File: src/rtl/mdu_e.sv
// Iterative multiply/divide unit for the E stage: MULT/MULTU/DIV/DIVU into HI/LO over 33 cycles.
// Also holds the architectural HI/LO registers, which MTHI/MTLO can write at any time.
module mdu_e (
   input  logic        clk,
   input  logic        reset,
   input  logic        start_e,
   input  logic [1:0]  op_e,
   input  logic [31:0] srca_e,
   input  logic [31:0] srcb_e,
   input  logic        wr_hi_w,
   input  logic        wr_lo_w,
   input  logic [31:0] wdata_w,
   output logic [31:0] hi,
   output logic [31:0] lo,
   output logic        busy,
   output logic        done
);

   // state | meaning
   // IDLE  | waiting for start_e; HI/LO hold last result
   // RUN   | one shift-add / restoring-divide step per edge, count 0..31
   // FIN   | sign fix-up, HI/LO write, done pulse
   typedef enum logic [1:0] {IDLE, RUN, FIN} state_t;

   state_t      state_q, state_d;
   logic [1:0]  op_q, op_d;
   logic        sign_a_q, sign_a_d;
   logic        sign_b_q, sign_b_d;
   logic [31:0] a_q, a_d;
   logic [31:0] b_q, b_d;
   logic [63:0] acc_q, acc_d;
   logic [4:0]  count_q, count_d;
   logic [31:0] hi_q, hi_d;
   logic [31:0] lo_q, lo_d;
   logic        done_q, done_d;

   logic        in_signed;
   logic [31:0] a_mag, b_mag;
   logic [32:0] mul_sum;
   logic [32:0] div_shift;
   logic [32:0] div_diff;
   logic [63:0] prod_fix;
   logic [31:0] quot_fix, rem_fix, a_orig;

   always_comb begin
      in_signed = ~op_e[0];
      a_mag     = (in_signed && srca_e[31]) ? 32'd0 - srca_e : srca_e;
      b_mag     = (in_signed && srcb_e[31]) ? 32'd0 - srcb_e : srcb_e;

      // Multiply: acc = {partial product, remaining multiplier bits}
      mul_sum   = {1'b0, acc_q[63:32]} + (acc_q[0] ? {1'b0, a_q} : 33'd0);
      // Divide: acc = {partial remainder, remaining dividend / quotient bits}
      div_shift = acc_q[63:31];
      div_diff  = div_shift - {1'b0, b_q};

      // Signs are latched as zero for unsigned ops, so one fix-up path serves all four
      prod_fix  = (sign_a_q ^ sign_b_q) ? 64'd0 - acc_q : acc_q;
      quot_fix  = (sign_a_q ^ sign_b_q) ? 32'd0 - acc_q[31:0] : acc_q[31:0];
      rem_fix   = sign_a_q ? 32'd0 - acc_q[63:32] : acc_q[63:32];
      a_orig    = sign_a_q ? 32'd0 - a_q : a_q;
   end

   always_comb begin
      state_d  = state_q;
      op_d     = op_q;
      sign_a_d = sign_a_q;
      sign_b_d = sign_b_q;
      a_d      = a_q;
      b_d      = b_q;
      acc_d    = acc_q;
      count_d  = count_q;
      hi_d     = wr_hi_w ? wdata_w : hi_q;
      lo_d     = wr_lo_w ? wdata_w : lo_q;
      done_d   = 1'b0;

      unique case (state_q)
         IDLE: begin
            if (start_e) begin
               op_d     = op_e;
               sign_a_d = in_signed & srca_e[31];
               sign_b_d = in_signed & srcb_e[31];
               a_d      = a_mag;
               b_d      = b_mag;
               acc_d    = {32'd0, op_e[1] ? a_mag : b_mag};
               count_d  = 5'd0;
               state_d  = RUN;
            end
         end
         RUN: begin
            if (op_q[1]) begin
               if (!div_diff[32]) acc_d = {div_diff[31:0], acc_q[30:0], 1'b1};
               else               acc_d = {div_shift[31:0], acc_q[30:0], 1'b0};
            end else begin
               acc_d = {mul_sum, acc_q[31:1]};
            end
            count_d = count_q + 5'd1;
            if (count_q == 5'd31) state_d = FIN;
         end
         FIN: begin
            if (!op_q[1]) begin
               hi_d = prod_fix[63:32];
               lo_d = prod_fix[31:0];
            end else if (b_q == 32'd0) begin
               hi_d = a_orig;
               lo_d = 32'hFFFF_FFFF;
            end else begin
               hi_d = rem_fix;
               lo_d = quot_fix;
            end
            done_d  = 1'b1;
            state_d = IDLE;
         end
         default: state_d = IDLE;
      endcase
   end

   always_ff @(posedge clk) begin
      if (reset) begin
         state_q  <= IDLE;
         op_q     <= 2'b00;
         sign_a_q <= 1'b0;
         sign_b_q <= 1'b0;
         a_q      <= 32'd0;
         b_q      <= 32'd0;
         acc_q    <= 64'd0;
         count_q  <= 5'd0;
         hi_q     <= 32'd0;
         lo_q     <= 32'd0;
         done_q   <= 1'b0;
      end else begin
         state_q  <= state_d;
         op_q     <= op_d;
         sign_a_q <= sign_a_d;
         sign_b_q <= sign_b_d;
         a_q      <= a_d;
         b_q      <= b_d;
         acc_q    <= acc_d;
         count_q  <= count_d;
         hi_q     <= hi_d;
         lo_q     <= lo_d;
         done_q   <= done_d;
      end
   end

   assign hi   = hi_q;
   assign lo   = lo_q;
   assign busy = (state_q != IDLE);
   assign done = done_q;

endmodule

File: config.mk
export PLATFORM = sky130hd
export DESIGN_NAME = mdu_e
export DESIGN_NICKNAME = d
export VERILOG_FILES = /design/src/rtl/mdu_e.sv
export SDC_FILE = /design/constraint.sdc
export NUM_CORES = 1
export LEC_CHECK = 0
export CAP_MARGIN = 20
export CELL_PAD_IN_SITES_DETAIL_PLACEMENT = 0
export CELL_PAD_IN_SITES_GLOBAL_PLACEMENT = 1
export CORE_MARGIN = 4
export CORE_UTILIZATION = 44
export CTS_BUF_LIST = sky130_fd_sc_hd__clkbuf_8
export CTS_CLUSTER_DIAMETER = 60
export DETAILED_ROUTE_END_ITERATION = 6
export HOLD_SLACK_MARGIN = 0.03
export PLACE_DENSITY = 0.84
export SYNTH_ARGS = -nofsm -noshare
export SYNTH_HDL_FRONTEND = slang
export SYNTH_SLANG_ARGS = --single-unit
File: constraint.sdc
create_clock -name clk -period 4.3 [get_ports clk]
set_input_delay 0.645 -clock clk [delete_from_list [all_inputs] [get_ports clk]]
set_output_delay 0.645 -clock clk [all_outputs]
set_load 0.01 [all_outputs]
* Yosys cells after proc, flatten, opt, wreduce, memory -nomap -nowiden
Index checks and enable logic that the tools add are counted.
Storage, ports and cells: bits in registers 204, bits of input ports 103, output and inout bits 66, word-level logic and storage cells 66
Operators by class: add/subtract/negate cells 9, equality and inequality tests 5, mux-type cells 26, bitwise operators 4, reduce and logical (&&, ||, !) cells 11
Operators by type and width (number):
- $mux 32 | 15
- $mux 64 | 4
- $sub 1x32->32 const A | 5
- $pmux 64 s2 | 1
- $sub 1x64->64 const A | 1
- $add 32x32->33 | 1
- $sub 33x32->33 | 1
- $logic_not 32->1 | 1
- $pmux 5 s2 | 1
- $reduce_bool 2->1 | 4
- $reduce_and 2->1 | 3
- $add 5x1->5 const B | 1
- $eq 5x5->1 const B | 1
- $mux 5 | 1
- $mux 2 | 2
- $ne 2x2->1 const B | 2
- $pmux 2 s2 | 1
- $and 1x1->1 | 2
- $eq 2x1->1 const B | 1
- $eq 2x2->1 const B | 1
- $logic_and 1x1->1 | 2
- $logic_not 2->1 | 1
- $mux 1 | 1
- $not 1->1 | 1
- $xor 1x1->1 | 1

* Longest topological paths before layout
Gate-level depths: netlist of the first run.
depth in word-level cells 6, gate-level depth with buffers 17, mapped depth without buffers 15

* Least setup slack after synthesis of the first run
No wires, ideal clock.
kind register to register, start reg acc_q[0], end reg acc_q[61], library setup time 0.095 ns, data arrival time 3.486 ns, required time 4.205 ns, setup slack 0.719 ns, cell stages (with the launch flop) 18, buffers on the path 2, clock period less this slack 3.581 ns, cell sequence dfxtp_1 clkbuf_1 clkbuf_1 inv_1 nor2_1 ha_1 inv_1 fa_1 nor2b_1 o31ai_1 a21oi_1 a221oi_1 o211ai_1 a41oi_1 o21ai_0 xnor2_1 o221ai_1 a221oi_1
On the way: longest elaborated chain between the ends 4
RTL lines:
- start: declaration | RTL line 31 | logic [63:0] acc_q, acc_d;
- start signal: assignment | RTL line 125 | acc_q <= 64'd0;
- start signal: assignment | RTL line 137 | acc_q <= acc_d;
- $mux 32 | RTL line 51 | mul_sum = {1'b0, acc_q[63:32]} + (acc_q[0] ? {1'b0, a_q} : 33'd0);
- $add 32x32->33 | RTL line 51
- $mux 64 | RTL line 90 | if (op_q[1]) begin
- $pmux 64 s2 | RTL line 76 | unique case (state_q)
Every way passes these cells. A chain may end at the register's enable or synchronous reset.

* Worst setup path in the final report of the first run
start reg acc_q[32], end reg acc_q[60]
On the way: longest elaborated chain between the ends 4, elaborated cells between the ends (all ways) 5, those cells by class add/sub (2); mux (3)
RTL lines:
- $sub 33x32->33 | RTL line 54 | div_diff = div_shift - {1'b0, b_q};
- $mux 64 | RTL line 91 | if (!div_diff[32]) acc_d = {div_diff[31:0], acc_q[30:0], 1'b1};
- $mux 64 (*) | RTL line 90
- $pmux 64 s2 (*) | RTL line 76
Every way passes the cells marked *; elsewhere a longest branch is shown, timed or not.

==> metrics, run 1 <==
worst-margin pin slew roughly 1000 ps; Synth Register Bits a little over 200; CP delay by family, top compound AO/OA/AOI/OAI gates; total global routing overflow 0; die area a little over 40000 sq um; Final HPWL DP between 50000 and 60000 um; GRT Total Usage 0.318; status completed; Initial Util 0.447; die height between 200 and 250 um; final cell utilization of the core 0.528; critical path's most frequent cell a21oi_1; grt met3 use 0.0495; P_leak about 7.7 nW; Hold Crit Class register to register; WL final just under 70000 um; CTS Root Cell clkbuf_8; crit path max-delay cell type dfxtp_1; clk_skew about 45 ps; first-pass GRT wire length 103000 um; CP Launch Type register; Crit path required time 4770 ps; buffers added on ports 168; met2 usage 0.496; grt met1 use 0.445; fin crit share 0.895; die width ~200 um; antenna violations before repair 0; fin. max-slew vios 0; CP cell instances inv_1 -> fa_1 -> nand2b_1 -> a21oi_1 -> o21ai_1 -> a21oi_1 -> o21ai_1 -> o21ai_0 -> buf_4 -> xor2_4 -> buf_4 -> nand2b_1 -> a21oi_1 -> a221o_1; Clock Latency Late Sink approximately 600 ps; kind of critical path register to register; number of diodes 0; core area roughly 38000 sq um; total power between 0.006 and 0.007 W; setup ws final approximately 450 ps; final setup violating endpoints 0; NumNets Final 2514; Max IR drop VDD a little under 0.0002 V; PostCTS Resize Cnt 0; Mapped Avg Cell Area between 7 and 8 sq um; deepest clock path buffer count 3; RSZ-0062 raised after global routing false; Final Hold Fails 0; Max Cap Viol 0; Worst EP arrival 4310 ps; number of synthesized flops with an enable pin 0; register area share after synthesis 0.241; post-route ant nets 0; Crit path largest cell delay between 500 and 600 ps; Tmin final just under 4000 ps; Row Count 71; drt wl/cell between 20 and 25 um; post-synth net total 2408; worst slack, placed around 430 ps; CTS tree yes; number of global-route vias before repair 16583; critical path endpoint category register; placer congestion estimate between 0.9 and 1; max frequency 260 MHz; CTS Hold Bufs 0; CTS buffer count 40; layout cells sized above 1 0.0732; Area Overhead vs Synth 18.1%; Netlist cell types 76; PwrDens ~310 nW/um^2; prevailing post-synth register cell dfxtp_1; setup TNS 0 ps; Worst-path clk slew around 60 ps; CTS H-tree lvls 2; CP bufs+invs 3; DR vias/cell slightly above 6; Async SR Flop Fraction 0; initial DRC count approximately 1900; synth warn 0; post-CTS setup buffer count 0; fillers 3701; GR peak layer met2; cell count after synthesis approximately 2200; drt pass-1 iters 7; critical path fanouts, max 16; Max transition margin 0.299; clock sinks 203; number of primary I/O pins between 150 and 200; pin count of the biggest net entering global routing 84; via count between 15000 and 20000; residual DRC count 0; synthesized cell area around 17000 sq um
[power breakdown]
group | total, W | switching, W | internal, W
registers | 0.00222 | 0.000208 | 0.00202
logic | 0.00196 | 0.00117 | 0.000791
clock network | 0.00198 | 0.000889 | 0.00109
total | 0.00616 | 0.00227 | 0.00390
[synth_stat cells (all sizes together), types with 9 or more instances]
master	count	area [sq um]
clkbuf	160	601
nand2	163	612
o41ai	13	140
a22oi	19	143
o31ai	38	285
nand4	14	87.6
a221oi	38	333
xor2	81	709
nor2b	21	131
and2	44	275
or3	30	198
mux2i	102	1020
nor4	31	213
nor2	206	773
buf	18	85.1
a21o	29	218
a221o	11	110
nor3	53	270
a31oi	20	125
ha	71	888
or4	9	75.1
a211oi	130	976
nand3	32	160
inv	73	274
nand2b	23	144
o211ai	22	165
xnor2	133	1160
dfxtp	203	4060
a21oi	199	996
o21a	10	75.1
o21ai	131	659
[path summary, 6_finish.rpt]
kind / from / endpoint / slack [ps] / cells after the start
setup / recovery: acc_q[32] / acc_q[60] / 450 / 14
hold / removal: count_q[3] / count_q[3] / 470 / 1
setup reg to reg: acc_q[32] / acc_q[60] / 450 / 14
hold reg to reg: count_q[3] / count_q[3] / 470 / 1
[layer usage]
layer	routed length, um	vias to the layer above	part of all wire
met2	30100	834	0.44
met4	2860	0	0.042
li1	-	8383	-
met3	5450	141	0.080
met5	0	-	0
met1	30200	8444	0.44
[flip-flops by register name, indices dropped and copies added, names as in the netlist]
name	cells
lo	32
sign_b_q	1
sign_a_q	1
hi	32
acc_q	64
count_q	5
op_q	1
a_q	32
b_q	32
state_q	2
done	1
[logic make-up after synthesis]
logic type	count (synthesis)	share of synthesized area
AOI/OAI and AO/OA	720	0.280
xor gates and xnor gates	214	0.111
adders and majority gates	73	0.0550
buffers and inverters	251	0.0569
DFF	203	0.241
muxes	109	0.0658
and+or+nand+nor	662	0.190
[per-stage QoR]
stage | hold WS, ps | cell area, sq um | std cells
final | 474 | 19900 | 2874
after global routing | 511 | 19900 | 2874
after CTS | 481 | 19900 | 2873
after detailed placement | 467 | 19100 | 2806
after global placement | 456 | 19100 | 2806
after floorplan | 429 | 16900 | 2232
[layout by cell type, fill, tap and decap left out, drive strengths merged, types with 38 or more instances in the layout]
master and instances:
a21oi 199, mux2i 102, xor2 81, xnor2 133, o31ai 38, ha 71
clkbuf 49, nor3 53, nor2 206, dfxtp 203, inv 86, buf 77
o21ai 131, a221oi 38, clkdlybuf4s50 165, nand2 163, a211oi 130, and2 44
[cell type report]
cell class	count	area, sq um	share of cell area
inverters	73	274	0.0138
clock buffers	49	674	0.0339
well taps	511	639	0.0321
flip-flops and latches	203	4070	0.204
clock inverters	18	118	0.00590
repair buffers	242	2240	0.112
multi-input cells	1778	11900	0.598
No activity file was read; power rests on OpenSTA's default activity.
==> run 2, diff against run 1 <==
--- a/config.mk
+++ b/config.mk
@@ -8,6 +8,7 @@
 export CAP_MARGIN = 20
 export CELL_PAD_IN_SITES_DETAIL_PLACEMENT = 0
 export CELL_PAD_IN_SITES_GLOBAL_PLACEMENT = 1
+export CORE_ASPECT_RATIO = 0.9
 export CORE_MARGIN = 4
 export CORE_UTILIZATION = 44
 export CTS_BUF_LIST = sky130_fd_sc_hd__clkbuf_8
@@ -15,6 +16,7 @@
 export DETAILED_ROUTE_END_ITERATION = 6
 export HOLD_SLACK_MARGIN = 0.03
 export PLACE_DENSITY = 0.84
+export REMOVE_ABC_BUFFERS = 1
 export SYNTH_ARGS = -nofsm -noshare
 export SYNTH_HDL_FRONTEND = slang
 export SYNTH_SLANG_ARGS = --single-unit
==> metrics, run 2 (synthesis gave the netlist of run 1 again) <==
CTS tree yes (unchanged); via count 17530 (was 17802); initial DRC count 1728 (was 1857); DR vias/cell 6.12 (was 6.19); Area Overhead vs Synth 18.5% (was 18.1%); kind of critical path register to register (unchanged); fin. max-slew vios 0 (unchanged); CTS Hold Bufs 0 (unchanged); FF-to-FF path depth 9 (was 14); hold path cells 2 (was 1); Crit path required time 4790 ps (was 4770 ps); die area 41600 sq um (about the same); Initial Util 0.449 (was 0.447); CTS H-tree lvls 2 (unchanged); first-pass GRT wire length 99500 um (was 103000 um); max frequency 264 MHz (was 260 MHz); PostCTS Resize Cnt 0 (unchanged); setup ws final 517 ps (was 452 ps); buffers added on ports 168 (unchanged); CTS buffer count 37 (was 40); die width 214 um (was 204 um); Clock Latency Late Sink 610 ps (about the same); final setup violating endpoints 0 (unchanged); number of primary I/O pins 169 (unchanged); P_leak 7.79 nW (was 7.72 nW); clock sinks 203 (unchanged); residual DRC count 0 (unchanged); Tmin final 3780 ps (was 3850 ps); worst slack, placed 357 ps (was 428 ps); drt pass-1 iters 5 (was 7); RSZ-0062 raised after global routing false (unchanged); WL final 65000 um (was 68500 um); final cell utilization of the core 0.532 (was 0.528); pin count of the biggest net entering global routing 67 (was 84); post-CTS setup buffer count 0 (unchanged); Row Count 67 (was 71); total global routing overflow 0 (unchanged); NumNets Final 2530 (was 2514); number of global-route vias before repair 16577 (was 16583); layout cells sized above 1 0.0794 (was 0.0732); worst-margin pin slew 1020 ps (was 1050 ps); CP Launch Type register (unchanged); PwrDens 305 nW/um^2 (was 309 nW/um^2); Hold Crit Class input port to register (was register to register); Final HPWL DP 50700 um (was 53400 um); critical path fanouts, max 7 (was 16); GRT Total Usage 0.300 (was 0.318); Max Cap Viol 0 (unchanged); Largest Register acc_q (unchanged); most common cell after layout, fill and taps aside nor2_1 (unchanged); fin crit share 0.880 (was 0.895); critical path endpoint category register (unchanged); core area 37600 sq um (was 37800 sq um); drt wl/cell 22.7 um (was 23.8 um); post-route ant nets 0 (unchanged); most frequent cells in the layout nor2_1 (204), dfxtp_1 (201), a21oi_1 (199) (unchanged); Final Hold Fails 0 (unchanged); clk_skew 29.2 ps (was 44.8 ps); die height 194 um (was 204 um); fillers 3693 (was 3701); max FFs per register 64 (unchanged); antenna violations before repair 1 (was 0); CTS Root Cell clkbuf_8 (unchanged); status completed (unchanged); Max IR drop VDD 0.000179 V (was 0.000192 V); Worst-path clk slew 60 ps (about the same); placer congestion estimate 0.964 (was 0.969); Max transition margin 0.318 (was 0.299); Worst EP arrival 4280 ps (was 4310 ps); deepest clock path buffer count 3 (unchanged)
run 2: final timing paths:
path	start	to	slack (ps)
hold / removal	reset	sign_b_q	440
hold reg to reg	count_q[3]	count_q[3]	470
setup / recovery	acc_q[11]	hi[9]	520
setup reg to reg	acc_q[11]	hi[9]	520
run 2: power by group:
part / total, W / internal [W] / switching [W]
clock network: 0.00190 / 0.00102 / 0.000884
logic: 0.00198 / 0.000816 / 0.00117
registers: 0.00221 / 0.00202 / 0.000196
total: 0.00609 / 0.00385 / 0.00225
run 2: layout make-up:
class,count,area [sq um],area share
Multi-Input combinational cell,1778,11900,0.596
Sequential cell,203,4070,0.203
Timing Repair Buffer,261,2390,0.120
Tap cell,483,604,0.0302
Clock buffer,42,578,0.0289
Inverter,73,274,0.0137
Clock inverter,22,155,0.00776
Antenna cell,1,2.50,0.000125
run 2: metrics by stage:
stage	hold WS (ps)	cells	power, W	cell area (sq um)	TNS (ps)
floorplan	424	2054	0.00336	16200	-15490
global placement	445	2798	0.00416	19300	0
detailed placement	449	2798	0.00418	19300	0
CTS	409	2862	0.00608	20000	0
global route	428	2862	0.00638	20000	0
finish	440	2863	0.00609	20000	0
run 2: worst max-delay path, cell delays in order, from the launching register on:
cell and delay, ps:
dfxtp_1 310, or4_1 700, nor4_1 780, nand3b_1 310, or3_1 620, o21ai_0 280
xor2_1 90, o21ai_0 260, nor2_1 90, a211oi_1 220
run 2: metal layers:
layer,vias up,share of wire,GRT usage
met4,0,0.024,0.0752
met2,806,0.41,0.445
met3,95,0.099,0.0580
met5,-,0,0
met1,8215,0.47,0.447
li1,8414,-,-
==> run 3, diff against run 2 <==
--- a/config.mk
+++ b/config.mk
@@ -15,8 +15,9 @@
 export CTS_CLUSTER_DIAMETER = 60
 export DETAILED_ROUTE_END_ITERATION = 6
 export HOLD_SLACK_MARGIN = 0.03
-export PLACE_DENSITY = 0.84
+export PLACE_DENSITY = 0.86
 export REMOVE_ABC_BUFFERS = 1
+export SETUP_SLACK_MARGIN = 0.1
 export SYNTH_ARGS = -nofsm -noshare
 export SYNTH_HDL_FRONTEND = slang
 export SYNTH_SLANG_ARGS = --single-unit
==> constraint.sdc (replaced) <==
create_clock -name clk -period 3.85 [get_ports clk]
set_input_delay 0.5775 -clock clk [delete_from_list [all_inputs] [get_ports clk]]
set_output_delay 0.5775 -clock clk [all_outputs]
set_load 0.01 [all_outputs]
==> metrics, run 3 (synthesis gave the netlist of run 1 again) <==
Tmin final 3640 ps (was 3780 ps); CTS tree yes (unchanged); Final HPWL DP 51800 um (was 50700 um); die height 194 um (unchanged); P_leak 8.01 nW (was 7.79 nW); CP cell instances or3_4 -> nor4_2 -> nor3b_1 -> buf_4 -> nand3b_1 -> buf_4 -> or2_2 -> o31ai_1 -> xnor2_1 -> a221oi_1 (was or4_1 -> nor4_1 -> nand3b_1 -> or3_1 -> o21ai_0 -> xor2_1 -> o21ai_0 -> nor2_1 -> a211oi_1); core area 37600 sq um (unchanged); die area 41600 sq um (unchanged); critical path fanouts, max 7 (unchanged); WL final 65800 um (was 65000 um); Post-DP Area 19600 sq um (was 19300 sq um); first-pass GRT wire length 101000 um (was 99500 um); Row Count 67 (unchanged); buffers added on ports 168 (unchanged); CTS H-tree lvls 2 (unchanged); total global routing overflow 0 (unchanged); drt pass-1 iters 5 (unchanged); final instance area 20400 sq um (was 20000 sq um); CTS Hold Bufs 0 (unchanged); deepest clock path buffer count 3 (unchanged); setup ws final 212 ps (was 517 ps); most common cell after layout, fill and taps aside nor2_1 (unchanged); max FFs per register 64 (unchanged); Hold Crit Class register to register (was input port to register); kind of critical path register to register (unchanged); Max IR drop VDD 0.000175 V (was 0.000179 V); Crit path largest cell delay 610 ps (was 780 ps); fillers 3660 (was 3693); CTS buffer count 36 (was 37); Clock Latency Late Sink 570 ps (was 610 ps); final cell utilization of the core 0.543 (was 0.532); Largest Register acc_q (unchanged); final setup violating endpoints 0 (unchanged); clk_skew 23.9 ps (was 29.2 ps); placer congestion estimate 0.984 (was 0.964); fin crit share 0.945 (was 0.880); Crit path required time 4320 ps (was 4790 ps); setup TNS 0 ps (unchanged); post-route ant nets 0 (unchanged); Max transition margin 0.350 (was 0.318); critical path endpoint category register (unchanged); most frequent cells in the layout nor2_1 (204), dfxtp_1 (201), a21oi_1 (197) (was nor2_1 (204), dfxtp_1 (201), a21oi_1 (199)); initial DRC count 1909 (was 1728); antenna violations before repair 1 (unchanged); Final Hold Fails 0 (unchanged); worst-margin pin slew 974 ps (was 1020 ps); residual DRC count 0 (unchanged); Worst-path clk slew 60 ps (about the same); NumNets Final 2571 (was 2530); worst slack, placed -64.7 ps (was 357 ps); drt wl/cell 22.7 um (about the same); pin count of the biggest net entering global routing 69 (was 67); CTS Root Cell clkbuf_8 (unchanged); die width 214 um (unchanged); via count 17775 (was 17530); max frequency 275 MHz (was 264 MHz); Worst EP arrival 4110 ps (was 4280 ps); GRT Total Usage 0.302 (was 0.300); number of primary I/O pins 169 (unchanged); layout cells sized above 1 0.0976 (was 0.0794); post-CTS setup buffer count 0 (unchanged); CP Launch Type register (unchanged); clock sinks 203 (unchanged); crit path max-delay cell type o31ai_1 (was nor4_1); Area Overhead vs Synth 20.9% (was 18.5%); number of global-route vias before repair 17004 (was 16577); number of diodes 0 (was 1); Max Cap Viol 0 (unchanged); DR vias/cell 6.13 (was 6.12); RSZ-0062 raised after global routing false (unchanged); PwrDens 340 nW/um^2 (was 305 nW/um^2); status completed (unchanged); Initial Util 0.449 (unchanged); critical path's most frequent cell buf_4 (was o21ai_0); fin. max-slew vios 0 (unchanged)
==> run 3: cell count changes in the layout (fill, tap and decap cells not counted), sizes merged <==
cell    change
clkinv      -1
inv         -5
buf        +42
diode       -1
clkbuf      +3
==> run 3: worst paths after layout <==
path | start | cells after the start | end | slack, ps
hold / removal | count_q[3] | 1 | count_q[3] | 470
hold reg to reg | count_q[3] | 1 | count_q[3] | 470
setup reg to reg | acc_q[2] | 10 | lo[31] | 210
setup / recovery | acc_q[2] | 10 | lo[31] | 210
==> run 3: area by class of cell <==
type,count,area [sq um],area share
Tap cell,483,604,0.0296
Sequential cell,203,4070,0.199
Inverter,73,274,0.0134
Multi-Input combinational cell,1778,11900,0.585
Clock buffer,45,619,0.0304
Timing Repair Buffer,303,2760,0.135
Clock inverter,16,140,0.00687
==> run 3: worst max-delay path: cells and delay by family, from the launching register on <==
kind	cells	cell delay [ps]
AOI/OAI and AO/OA	2	930
xor gates and xnor gates	1	280
buffers and inverters	2	450
DFF	1	390
and+or+nand+nor	5	1500
==> run 3: power by group <==
group	switching [W]	internal, W
clock	0.000971	0.00120
combinational	0.00135	0.000973
sequential	0.000198	0.00225
total	0.00252	0.00442
==> run 3: what timing repair did <==
item / 4_1_cts / 5_1_grt
endpoints found under the setup margin: 2 / 17
gates resized for setup: 1 / 4
pin swaps: 0 / 0
==> run 3: layer usage <==
layer,global-route usage,vias to the layer above,part of all wire
met5,0,-,0
met4,0.0867,0,0.028
met3,0.0516,108,0.090
met2,0.442,805,0.41
met1,0.452,8383,0.47
li1,-,8479,-
==> run 3: stage by stage <==
stage          std cells  hold WS [ps]  total power [W]
4_1_cts             2901           461          0.00691
2_1_floorplan       2054           424          0.00375
3_3_place_gp        2840           446          0.00472
5_1_grt             2901           510          0.00726
6_report            2901           466          0.00694
3_5_place_dp        2840           460          0.00475
